**src/rtl/ysyx_22041405_ifu.sv**
```systemverilog
// ysyx_22041405_ifu: instruction fetch unit.
//   Owns the PC and issues single-beat reads to instruction memory. It presents
//   one instruction at a time to the decoder over a valid/ready handshake.
//   EXU redirects replace the PC, and any fetch already in flight is discarded.
// Ports:
//   clk, rst_n                      clock, asynchronous active-low reset
//   imem_req_valid/ready/addr       instruction memory read request (addr = pc)
//   imem_rsp_valid/data             read response, one pulse per accepted request
//   instr_valid/ready, instr,       instruction toward IDU
//   instr_pc
//   redirect_valid, redirect_pc     PC redirect from EXU (single-cycle pulse)
// Optional build macro YSYX_22041405_IFU_PERF_EN:
//   perf_fetch_cnt                  counts IDU handshakes
//   perf_stall_cnt                  counts cycles spent in REQ or WAIT
module ysyx_22041405_ifu #(
  parameter int unsigned WIDTH = 32,
  parameter logic [WIDTH-1:0] RESET_PC = WIDTH'(32'h8000_0000)
) (
  input  logic             clk,
  input  logic             rst_n,
  output logic             imem_req_valid,
  input  logic             imem_req_ready,
  output logic [WIDTH-1:0] imem_req_addr,
  input  logic             imem_rsp_valid,
  input  logic [WIDTH-1:0] imem_rsp_data,
  output logic             instr_valid,
  input  logic             instr_ready,
  output logic [WIDTH-1:0] instr,
  output logic [WIDTH-1:0] instr_pc,
  input  logic             redirect_valid,
  input  logic [WIDTH-1:0] redirect_pc
`ifdef YSYX_22041405_IFU_PERF_EN
  ,
  output logic [63:0]      perf_fetch_cnt,
  output logic [63:0]      perf_stall_cnt
`endif
);

  typedef enum logic [1:0] {
    IDLE = 2'd0,
    REQ  = 2'd1,
    WAIT = 2'd2,
    HOLD = 2'd3
  } state_t;

  state_t           state, state_nxt;
  logic [WIDTH-1:0] pc, pc_nxt;
  logic             drop, drop_nxt;
  logic [WIDTH-1:0] instr_nxt, instr_pc_nxt;

  // Handshake strobes are decoded directly from the state register.
  assign imem_req_valid = (state == REQ);
  assign instr_valid    = (state == HOLD);
  assign imem_req_addr  = pc;

  // State and datapath registers.
  always_ff @(posedge clk or negedge rst_n) begin
    if (!rst_n) begin
      state    <= IDLE;
      pc       <= RESET_PC;
      drop     <= 1'b0;
      instr    <= '0;
      instr_pc <= '0;
    end else begin
      state    <= state_nxt;
      pc       <= pc_nxt;
      drop     <= drop_nxt;
      instr    <= instr_nxt;
      instr_pc <= instr_pc_nxt;
    end
  end

  // Next-state logic; a redirect always takes priority over pc+4.
  always_comb begin
    state_nxt    = state;
    pc_nxt       = pc;
    drop_nxt     = drop;
    instr_nxt    = instr;
    instr_pc_nxt = instr_pc;
    case (state)
      IDLE: begin
        state_nxt = REQ;
        if (redirect_valid) pc_nxt = redirect_pc;
      end
      REQ: begin
        if (redirect_valid) pc_nxt = redirect_pc;
        if (imem_req_ready) begin
          state_nxt = WAIT;
          // The accepted request was for the old PC; its data must be dropped.
          if (redirect_valid) drop_nxt = 1'b1;
        end
      end
      WAIT: begin
        if (redirect_valid) begin
          pc_nxt = redirect_pc;
          if (imem_rsp_valid) begin
            drop_nxt  = 1'b0;
            state_nxt = REQ;
          end else begin
            drop_nxt = 1'b1;
          end
        end else if (imem_rsp_valid) begin
          if (drop) begin
            drop_nxt  = 1'b0;
            state_nxt = REQ;
          end else begin
            instr_nxt    = imem_rsp_data;
            instr_pc_nxt = pc;
            state_nxt    = HOLD;
          end
        end
      end
      HOLD: begin
        if (redirect_valid) begin
          pc_nxt    = redirect_pc;
          state_nxt = REQ;
        end else if (instr_ready) begin
          pc_nxt    = pc + WIDTH'(4);
          state_nxt = REQ;
        end
      end
      default: state_nxt = IDLE;
    endcase
  end

`ifdef YSYX_22041405_IFU_PERF_EN
  // Observation-only counters; they never feed back into the fetch logic.
  always_ff @(posedge clk or negedge rst_n) begin
    if (!rst_n) begin
      perf_fetch_cnt <= '0;
      perf_stall_cnt <= '0;
    end else begin
      if (instr_valid && instr_ready) perf_fetch_cnt <= perf_fetch_cnt + 64'd1;
      if (state == REQ || state == WAIT) perf_stall_cnt <= perf_stall_cnt + 64'd1;
    end
  end
`endif

endmodule

```
**config.mk**
```make
export PLATFORM = sky130hd
export DESIGN_NAME = ysyx_22041405_ifu
export DESIGN_NICKNAME = d
export VERILOG_FILES = /design/src/rtl/ysyx_22041405_ifu.sv
export SDC_FILE = /design/constraint.sdc
export NUM_CORES = 1
export LEC_CHECK = 0
export CORE_UTILIZATION = 45
export CTS_BUF_LIST = sky130_fd_sc_hd__clkbuf_4
export DETAILED_ROUTE_END_ITERATION = 10
export PLACE_DENSITY = 0.81
export SYNTH_ARGS = -nofsm -noshare
export SYNTH_HDL_FRONTEND = slang
export SYNTH_SLANG_ARGS = --single-unit
```
**constraint.sdc**
```tcl
create_clock -name clk -period 3.82 [get_ports clk]
set_input_delay 1.146 -clock clk [delete_from_list [all_inputs] [get_ports clk]]
set_output_delay 1.146 -clock clk [all_outputs]
set_load 0.01 [all_outputs]
```
==> results of run 1 <==
[synthesized netlist by cell type (5+ instances only)]
library cell and count:
dfrtp_1 98, inv_1 5, nand2_1 27, o21ai_0 17
and3_1 7, a2bb2oi_1 10, clkbuf_1 17, mux2_2 67
ha_1 5, nand3_1 29, nor3_1 7, o22ai_1 12
nor2_1 21, a21oi_1 26, nand4_1 9
[metrics by stage]
stage / power, mW / worst slack [ns]
after CTS: 4.07 / 0.806
after global routing: 4.27 / 0.704
after floorplan: 2.50 / 1.30
after detailed placement: 3.51 / 0.642
after global placement: 3.42 / 0.740
final: 4.04 / 0.822
[cell usage in the layout (no fill, tap or decap), drive strengths merged, types with 2 or more instances in the layout]
| cell type | instances |
|---|---|
| inv | 6 |
| nand4 | 10 |
| nor3 | 8 |
| nor4 | 3 |
| and2 | 2 |
| o21a | 2 |
| and3 | 7 |
| a2bb2oi | 10 |
| a22oi | 2 |
| ha | 5 |
| nand2 | 28 |
| and4 | 2 |
| o22ai | 12 |
| dfrtp | 98 |
| clkbuf | 11 |
| o21ai | 17 |
| buf | 12 |
| nand3 | 29 |
| o22a | 4 |
| nor2 | 21 |
| mux2 | 67 |
| nand2b | 3 |
| a31oi | 4 |
| a21oi | 26 |
| mux2i | 2 |
| clkdlybuf4s50 | 166 |
| clkinv | 3 |
[metal layers]
metal	global-route usage (%)	wire length (um)	vias to the layer above
met4	13.7	465	0
met2	40.6	6300	156
li1	-	-	1825
met5	0	0	-
met3	4.59	670	34
met1	29.3	4950	1944
[worst min-delay path, cell delays in order (launching register included)]
cell,delay [ns]
dfstp_2,0.42
nand2_1,0.06
nand3_1,0.06
[path summary, 6_finish.rpt]
path | from | cells after the start | endpoint
setup / recovery | state[1]$_DFFE_PN0P_ | 3 | imem_req_valid
hold / removal | imem_req_addr[31]$_DFFE_PN1P_ | 2 | imem_req_addr[31]$_DFFE_PN1P_
setup reg to reg | imem_req_addr[4]$_DFFE_PN0P_ | 5 | imem_req_addr[15]$_DFFE_PN0P_
hold reg to reg | imem_req_addr[31]$_DFFE_PN1P_ | 2 | imem_req_addr[31]$_DFFE_PN1P_
max in group asynchronous | rst_n | 2 | imem_req_addr[31]$_DFFE_PN1P_
min in group asynchronous | rst_n | 1 | instr[4]$_DFFE_PN0P_
[kinds of logic (layout without fill, tap and decap cells)]
family | Yosys count | count (layout) | share of synthesized area (%)
AOI/OAI and AO/OA | 87 | 87 | 12.0
adders and majority gates | 5 | 5 | 1.35
buffers and inverters | 29 | 199 | 3.34
DFF | 99 | 99 | 53.4
muxes | 69 | 69 | 16.7
and+or+nand+nor | 117 | 117 | 13.2
[registers in the layout (all words and copies together) (netlist names)]
register,flops
imem_req_addr,32
instr,32
instr_pc,32
state,2
drop,1
[layout make-up]
class | instances | share of cell area, %
tap | 133 | 2.53
multi-input combinational | 278 | 30.8
sequential | 99 | 37.7
inverter | 5 | 0.286
timing repair buffer | 178 | 26.7
clock inverter | 5 | 0.800
clock buffer | 11 | 1.26
[report_power, final]
group	switching (mW)	total [mW]	internal (mW)
clock	0.344	0.557	0.213
sequential	0.333	1.74	1.40
combinational	0.710	1.74	1.03
total	1.39	4.04	2.65
==> metrics.md, run 1 <==
| Metric | Value |
|---|---|
| Worst VDD drop | 0.342 mV |
| Clk_lat worst skew | 0.46 ns |
| CTS tree | done |
| Area leader, netlist | dfrtp_1 |
| Cts hold-fix bufs | 0 |
| CP Capture Type | output port |
| Clk root buf | clkbuf_4 |
| Crit start category | flip-flop |
| Final net count | 646 |
| Final worst-path cycle share | 78.5% |
| Final instance area | 6570 um2 |
| First-pass GRT wire length | 20.6 mm |
| Vias in the first global route | 4118 |
| Timing-limited maximum frequency | 334 MHz |
| All-Layer GR Usage | 24.2% |
| Clock-pin slew on the worst setup and hold paths | 0.14 ns |
| Routability cong. | 0.785 |
| Routed len/inst | 17.5 um |
| Leakage power figure | 2.77 nW |
| DP Area | 6440 um2 |
| Synth Net Count | 481 |
| Post-Syn Area | 4640 um2 |
| Total CTS buffers | 9 |
| Die X | 104 um |
| Most used flip-flop cell after synthesis | dfrtp_1 |
| Crit Path Category | reg2out |
| Port bufs | 167 |
| Overflow left after global routing | 0 |
| Clock Tree Buf Depth | 2 |
| Routed Antenna Nets | 0 |
| R2R setup slack | 1.60 ns |
| Via density | 5.58 |
| RSZ-0062 raised after global routing | no |
| Max-slew headroom | 37.0% |
| CP max FO | 6 |
| Actual slew at the worst max-slew pin | 0.938 ns |
| Via count | 3959 |
| Pins Over Slew Limit | 0 |
| Largest net degree at the start of global routing | 72 |
| Initial drt markers | 257 |
| Max cap viols | 0 |
| Worst clock skew | 0.0206 ns |
| Number of synthesis warnings | 0 |
| Fill count | 768 |
| Min Tclk post-route | 3.00 ns |
| Synth cell types | 49 |
| Crit path cell chain | inv_1 -> ha_1 -> clkdlybuf4s50_1 |
| Hold Path Class | reg2reg |
| Status | completed |
| DIE HEIGHT | 104 um |
| Slowest CP cell | clkdlybuf4s50_1 |
| Final core utilization | 66.3% |
| Fraction of layout cells with a size suffix above 1 | 18.2% |
| Power Density | 614 nW/um2 |
| Crit path DAT | 1.85 ns |
| Register bit total from synthesis | 99 |
| Starting Density | 46.9% |
| CTS sink cnt | 99 |
| Initial antenna violation count | 0 |
| Dpl cells | 693 |
| Bufs and invs on worst path | 2 |
| Synthesis-to-finish area growth | 41.6% |
| Initial DRT Pass Iterations | 4 |
| Sequential cell area | 2480 um2 |
| Post-CTS setup buffer count | 0 |
| Multi-input logic area | 2020 um2 |
| Die Area | 10700 um2 |
| Async SR Flop Fraction | 100% |
| Fin cells | 709 |
| Final hold vios | 0 |
| Sequential fraction of the synthesis area | 53.4% |
| Routed WL | 12.4 mm |
| Post-DP HPWL | 9.11 mm |
| Number of setup violations in the final report | 0 |
| ANT cells | 0 |
| IO Pins | 168 |
| Post-synth EDFFs | 0 |
| Crit path required time | 2.67 ns |
| Area contributors post-synth | dfrtp_1 (53%), mux2_2 (16%), nand3_1 (3.1%) |
| Syn avg cell area | 11.4 um2 |
| Mapped Cells | 406 |
| Top-area cell type share of the netlist area | 52.8% |
| Setup_tns | 0 ns |
| Delay of the slowest critical-path stage | 0.58 ns |
| CTS resizes | 0 |
| DRC | 0 |
| Num rows | 36 |
| CP delay by family, top | buffers and inverters |
| CTS H-Tree Depth | 3 |
| Core area | 9910 um2 |
| Hold Worst Slack | 0.524 ns |
Note: power is estimated with default switching activity, not from simulation.
==> run 2, diff against run 1 <==
- clock period: 3.82 -> 2.8 ns (I/O delays scaled with it)
==> metrics.md, run 2 (same netlist as run 1, synthesis figures left out) <==
| Metric | Value |
|---|---|
| Final instance area | 6670 um2 |
| Delay of the slowest critical-path stage | 0.57 ns |
| Routed len/inst | 17.4 um |
| Synthesis-to-finish area growth | 43.6% |
| Die X | 104 um |
| Crit path required time | 1.96 ns |
| Final hold vios | 0 |
| Max cap viols | 0 |
| Total CTS buffers | 9 |
| Sequential cell area | 2480 um2 |
| Clk root buf | clkbuf_4 |
| Initial antenna violation count | 0 |
| Cell count along the critical path | 3 |
| Cts hold-fix bufs | 0 |
| Initial drt markers | 216 |
| Post-CTS setup buffer count | 0 |
| Final net count | 648 |
| Fill count | 756 |
| Clock Tree Buf Depth | 2 |
| Largest net degree at the start of global routing | 48 |
| Leakage power figure | 2.80 nW |
| Crit path cell chain | inv_1 -> ha_1 -> clkdlybuf4s50_1 |
| Overflow left after global routing | 0 |
| R2R depth | 5 |
| Hold Path Class | in2async |
| DIE HEIGHT | 104 um |
| Crit Path Category | reg2out |
| Reg2reg end | imem_req_addr[26]$_DFFE_PN0P_ |
| R2R setup slack | 0.64 ns |
| Core area | 9910 um2 |
| Post-DP HPWL | 9.11 mm |
| ANT cells | 0 |
| DRC | 0 |
| Status | completed |
| Initial DRT Pass Iterations | 4 |
| Starting Density | 46.9% |
| Power Density | 843 nW/um2 |
| Final worst-path cycle share | 96.3% |
| Multi-input logic area | 2020 um2 |
| Bufs and invs on worst path | 2 |
| Commonest non-fill, non-tap cell in the layout | clkdlybuf4s50_1 |
| CTS resizes | 0 |
| Worst VDD drop | 0.497 mV |
| Via count | 3938 |
| Routed WL | 12.3 mm |
| Clk_lat worst skew | 0.46 ns |
| Port bufs | 167 |
| Final core utilization | 67.3% |
| CP Capture Type | output port |
| FF-to-FF Start | imem_req_addr[5]$_DFFE_PN0P_ |
| Slowest CP cell | clkdlybuf4s50_1 |
| Routed Antenna Nets | 0 |
| Clock-pin slew on the worst setup and hold paths | 0.16 ns |
| Worst clock skew | 0.0224 ns |
| Most frequent cells in the layout | clkdlybuf4s50_1 (166), dfrtp_1 (98), mux2_2 (67), nand3_1 (29), nand2_1 (27) |
| Routability cong. | 0.794 |
| Num rows | 36 |
| CTS H-Tree Depth | 3 |
| Min Tclk post-route | 2.70 ns |
| DP Area | 6500 um2 |
| Pins Over Slew Limit | 0 |
| CTS sink cnt | 99 |
| Crit path DAT | 1.86 ns |
| First-pass GRT wire length | 20.2 mm |
| CP max FO | 6 |
| Fraction of layout cells with a size suffix above 1 | 18.5% |
| Vias in the first global route | 3947 |
| Number of setup violations in the final report | 0 |
| Max-slew headroom | 51.6% |
| CTS tree | done |
| CP delay by family, top | buffers and inverters |
| Die Area | 10700 um2 |
| Actual slew at the worst max-slew pin | 0.720 ns |
| Via density | 5.54 |
| Setup_tns | 0 ns |
| IO Pins | 168 |
| Crit start category | flip-flop |
| Timing-limited maximum frequency | 371 MHz |
| RSZ-0062 raised after global routing | no |
| All-Layer GR Usage | 23.6% |
run 2: changes by cell type in the layout (fill, tap and decap cells not counted), sizes merged:
cell / change
clkbuf: -2
inv: +1
clkinvlp: +1
clkinv: -1
buf: +2
bufinv: +1
run 2: how the worst max path moves through the flow:
stage / start / to
4_1_cts: state[1]$_DFFE_PN0P_ / imem_req_valid
6_report: state[1]$_DFFE_PN0P_ / imem_req_valid
3_3_place_gp: redirect_valid / instr_pc[16]$_DFFE_PN0P_
2_1_floorplan: redirect_valid / instr[0]$_DFFE_PN0P_
3_5_place_dp: redirect_valid / instr[30]$_DFFE_PN0P_
5_1_grt: state[1]$_DFFE_PN0P_ / imem_req_valid
run 2: cell type report:
class	instances	share of cell area, %
multi-input cells	278	30.3
clock buffers	9	1.01
repair buffers	180	27.2
flip-flops and latches	99	37.2
well taps	133	2.50
inverters	5	0.281
clock inverters	7	1.46
run 2: routing by layer:
metal | part of all wire [%] | wire length (um) | up-vias | global-route usage (%)
li1 | - | - | 1833 | -
met1 | 42 | 5170 | 1949 | 29.9
met2 | 50 | 6230 | 130 | 39.0
met3 | 5.2 | 646 | 26 | 5.16
met4 | 2.5 | 309 | 0 | 10.2
met5 | 0 | 0 | - | 0
run 2: power by group:
part / total (mW) / switching (mW) / internal [mW]
Combinational: 2.39 / 0.965 / 1.42
Clock: 0.861 / 0.493 / 0.367
Sequential: 2.37 / 0.459 / 1.91
Total: 5.62 / 1.92 / 3.70
run 2: per-stage QoR:
step	hold WS (ns)	worst slack, ns	cells	power (mW)
floorplan	0.494	0.583	406	3.41
global placement	0.487	0.228	695	4.69
detailed placement	0.494	0.177	695	4.80
CTS	0.293	0.0847	711	5.67
global route	0.296	0.00107	711	5.94
finish	0.296	0.102	711	5.62
==> run 3, diff against run 2 <==
- MAX_ROUTING_LAYER: default -> met4
==> metrics.md, run 3 (same netlist as run 1, synthesis figures left out) <==
| Metric | Value |
|---|---|
| Most frequent cells in the layout | clkdlybuf4s50_1 (166), dfrtp_1 (98), mux2_2 (67), nand3_1 (29), nand2_1 (27) |
| Actual slew at the worst max-slew pin | 0.731 ns |
| Crit path required time | 1.96 ns |
| Largest net degree at the start of global routing | 48 |
| Num rows | 36 |
| Cts hold-fix bufs | 0 |
| Port bufs | 167 |
| Die Area | 10700 um2 |
| ANT cells | 0 |
| DRC | 0 |
| Via count | 3948 |
| First-pass GRT wire length | 20.2 mm |
| Cell count along the critical path | 3 |
| CP Capture Point | imem_req_valid |
| Core area | 9910 um2 |
| Leakage power figure | 2.80 nW |
| Clk_lat worst skew | 0.46 ns |
| Commonest non-fill, non-tap cell in the layout | clkdlybuf4s50_1 |
| Hold Path Class | in2async |
| Crit path cell chain | inv_1 -> ha_1 -> clkdlybuf4s50_1 |
| Fill count | 756 |
| R2R setup slack | 0.66 ns |
| Power Density | 843 nW/um2 |
| Via density | 5.55 |
| Synthesis-to-finish area growth | 43.6% |
| Timing-limited maximum frequency | 370 MHz |
| Post-DP HPWL | 9.11 mm |
| Final hold vios | 0 |
| Setup_tns | 0 ns |
| Post-CTS setup buffer count | 0 |
| Initial antenna violation count | 0 |
| Max cap viols | 0 |
| Sequential cell area | 2480 um2 |
| Min Tclk post-route | 2.70 ns |
| Total CTS buffers | 9 |
| CTS resizes | 0 |
| RSZ-0062 raised after global routing | no |
| Reg2reg end | imem_req_addr[26]$_DFFE_PN0P_ |
| FF-to-FF Start | imem_req_addr[5]$_DFFE_PN0P_ |
| Die X | 104 um |
| Final worst-path cycle share | 96.4% |
| Routed WL | 12.4 mm |
| CTS H-Tree Depth | 3 |
| DIE HEIGHT | 104 um |
| Fraction of layout cells with a size suffix above 1 | 18.5% |
| Number of setup violations in the final report | 0 |
| Status | completed |
| Starting Density | 46.9% |
| Delay of the slowest critical-path stage | 0.57 ns |
| Bufs and invs on worst path | 2 |
| Initial DRT Pass Iterations | 4 |
| Routed Antenna Nets | 0 |
| CP Capture Type | output port |
| R2R depth | 5 |
| Overflow left after global routing | 0 |
| Routability cong. | 0.805 |
| CP max FO | 6 |
| CTS tree | done |
| Clock-pin slew on the worst setup and hold paths | 0.16 ns |
| Clk root buf | clkbuf_4 |
| Setup WS post-layout | 0.0999 ns |
| Post-Place Setup Slack | 0.177 ns |
| CTS sink cnt | 99 |
| Initial drt markers | 207 |
| All-Layer GR Usage | 24.3% |
| Pins Over Slew Limit | 0 |
| Worst clock skew | 0.0227 ns |
| Crit. Startpoint | state[1]$_DFFE_PN0P_ |
| Max-slew headroom | 50.9% |
| Final net count | 648 |
| IO Pins | 168 |
| Crit start category | flip-flop |
| Vias in the first global route | 3950 |
| Worst VDD drop | 0.496 mV |
| Routed len/inst | 17.4 um |
| Crit path DAT | 1.86 ns |
| Multi-input logic area | 2020 um2 |
| Slowest CP cell | clkdlybuf4s50_1 |
| Clock Tree Buf Depth | 2 |
| Crit Path Category | reg2out |
| CP delay by family, top | buffers and inverters |
[run 3: cell counts in the layout (fill, tap and decap cells not counted)]
Identical to the previous run, type by type.
[run 3: how the worst min path moves through the flow]
| stage | to | start |
|---|---|---|
| finish | instr[3]$_DFFE_PN0P_ | rst_n |
| global route | instr[3]$_DFFE_PN0P_ | rst_n |
| CTS | instr[3]$_DFFE_PN0P_ | rst_n |
| detailed placement | instr[8]$_DFFE_PN0P_ | instr[8]$_DFFE_PN0P_ |
| global placement | instr[1]$_DFFE_PN0P_ | instr[1]$_DFFE_PN0P_ |
| floorplan | imem_req_addr[31]$_DFFE_PN1P_ | imem_req_addr[31]$_DFFE_PN1P_ |
[run 3: layout make-up]
type / count / area share, %
flip-flops and latches: 99 / 37.2
multi-input cells: 278 / 30.3
repair buffers: 180 / 27.2
well taps: 133 / 2.50
clock inverters: 7 / 1.46
clock buffers: 9 / 1.01
inverters: 5 / 0.281
[run 3: routing by layer]
metal | global-route usage, % | vias to the layer above | routed length [um]
li1 | - | 1831 | -
met1 | 30.3 | 1946 | 5150
met3 | 4.78 | 26 | 715
met4 | 10.2 | 0 | 309
met2 | 38.9 | 145 | 6210
met5 | - | - | 0
[run 3: power by group]
| part | internal, mW | switching (mW) | total (mW) |
|---|---|---|---|
| registers | 1.91 | 0.461 | 2.37 |
| clock network | 0.367 | 0.494 | 0.861 |
| logic | 1.42 | 0.966 | 2.39 |
[run 3: worst register-to-register path: cells and delay by family (launching register included)]
| family | cells | cell delay [ns] |
|---|---|---|
| simple gates | 5 | 1.59 |
| flops | 1 | 0.50 |
[run 3: stage by stage]
step | cells | utilization (%) | instance area, um2 | hold WS [ns] | power (mW)
after floorplan | 406 | - | 4640 | 0.494 | 3.41
after global placement | 695 | 65.6 | 6500 | 0.487 | 4.69
after detailed placement | 695 | 65.6 | 6500 | 0.494 | 4.80
after CTS | 711 | 67.3 | 6670 | 0.293 | 5.67
after global routing | 711 | 67.3 | 6670 | 0.296 | 5.94
final | 711 | 67.3 | 6670 | 0.293 | 5.62
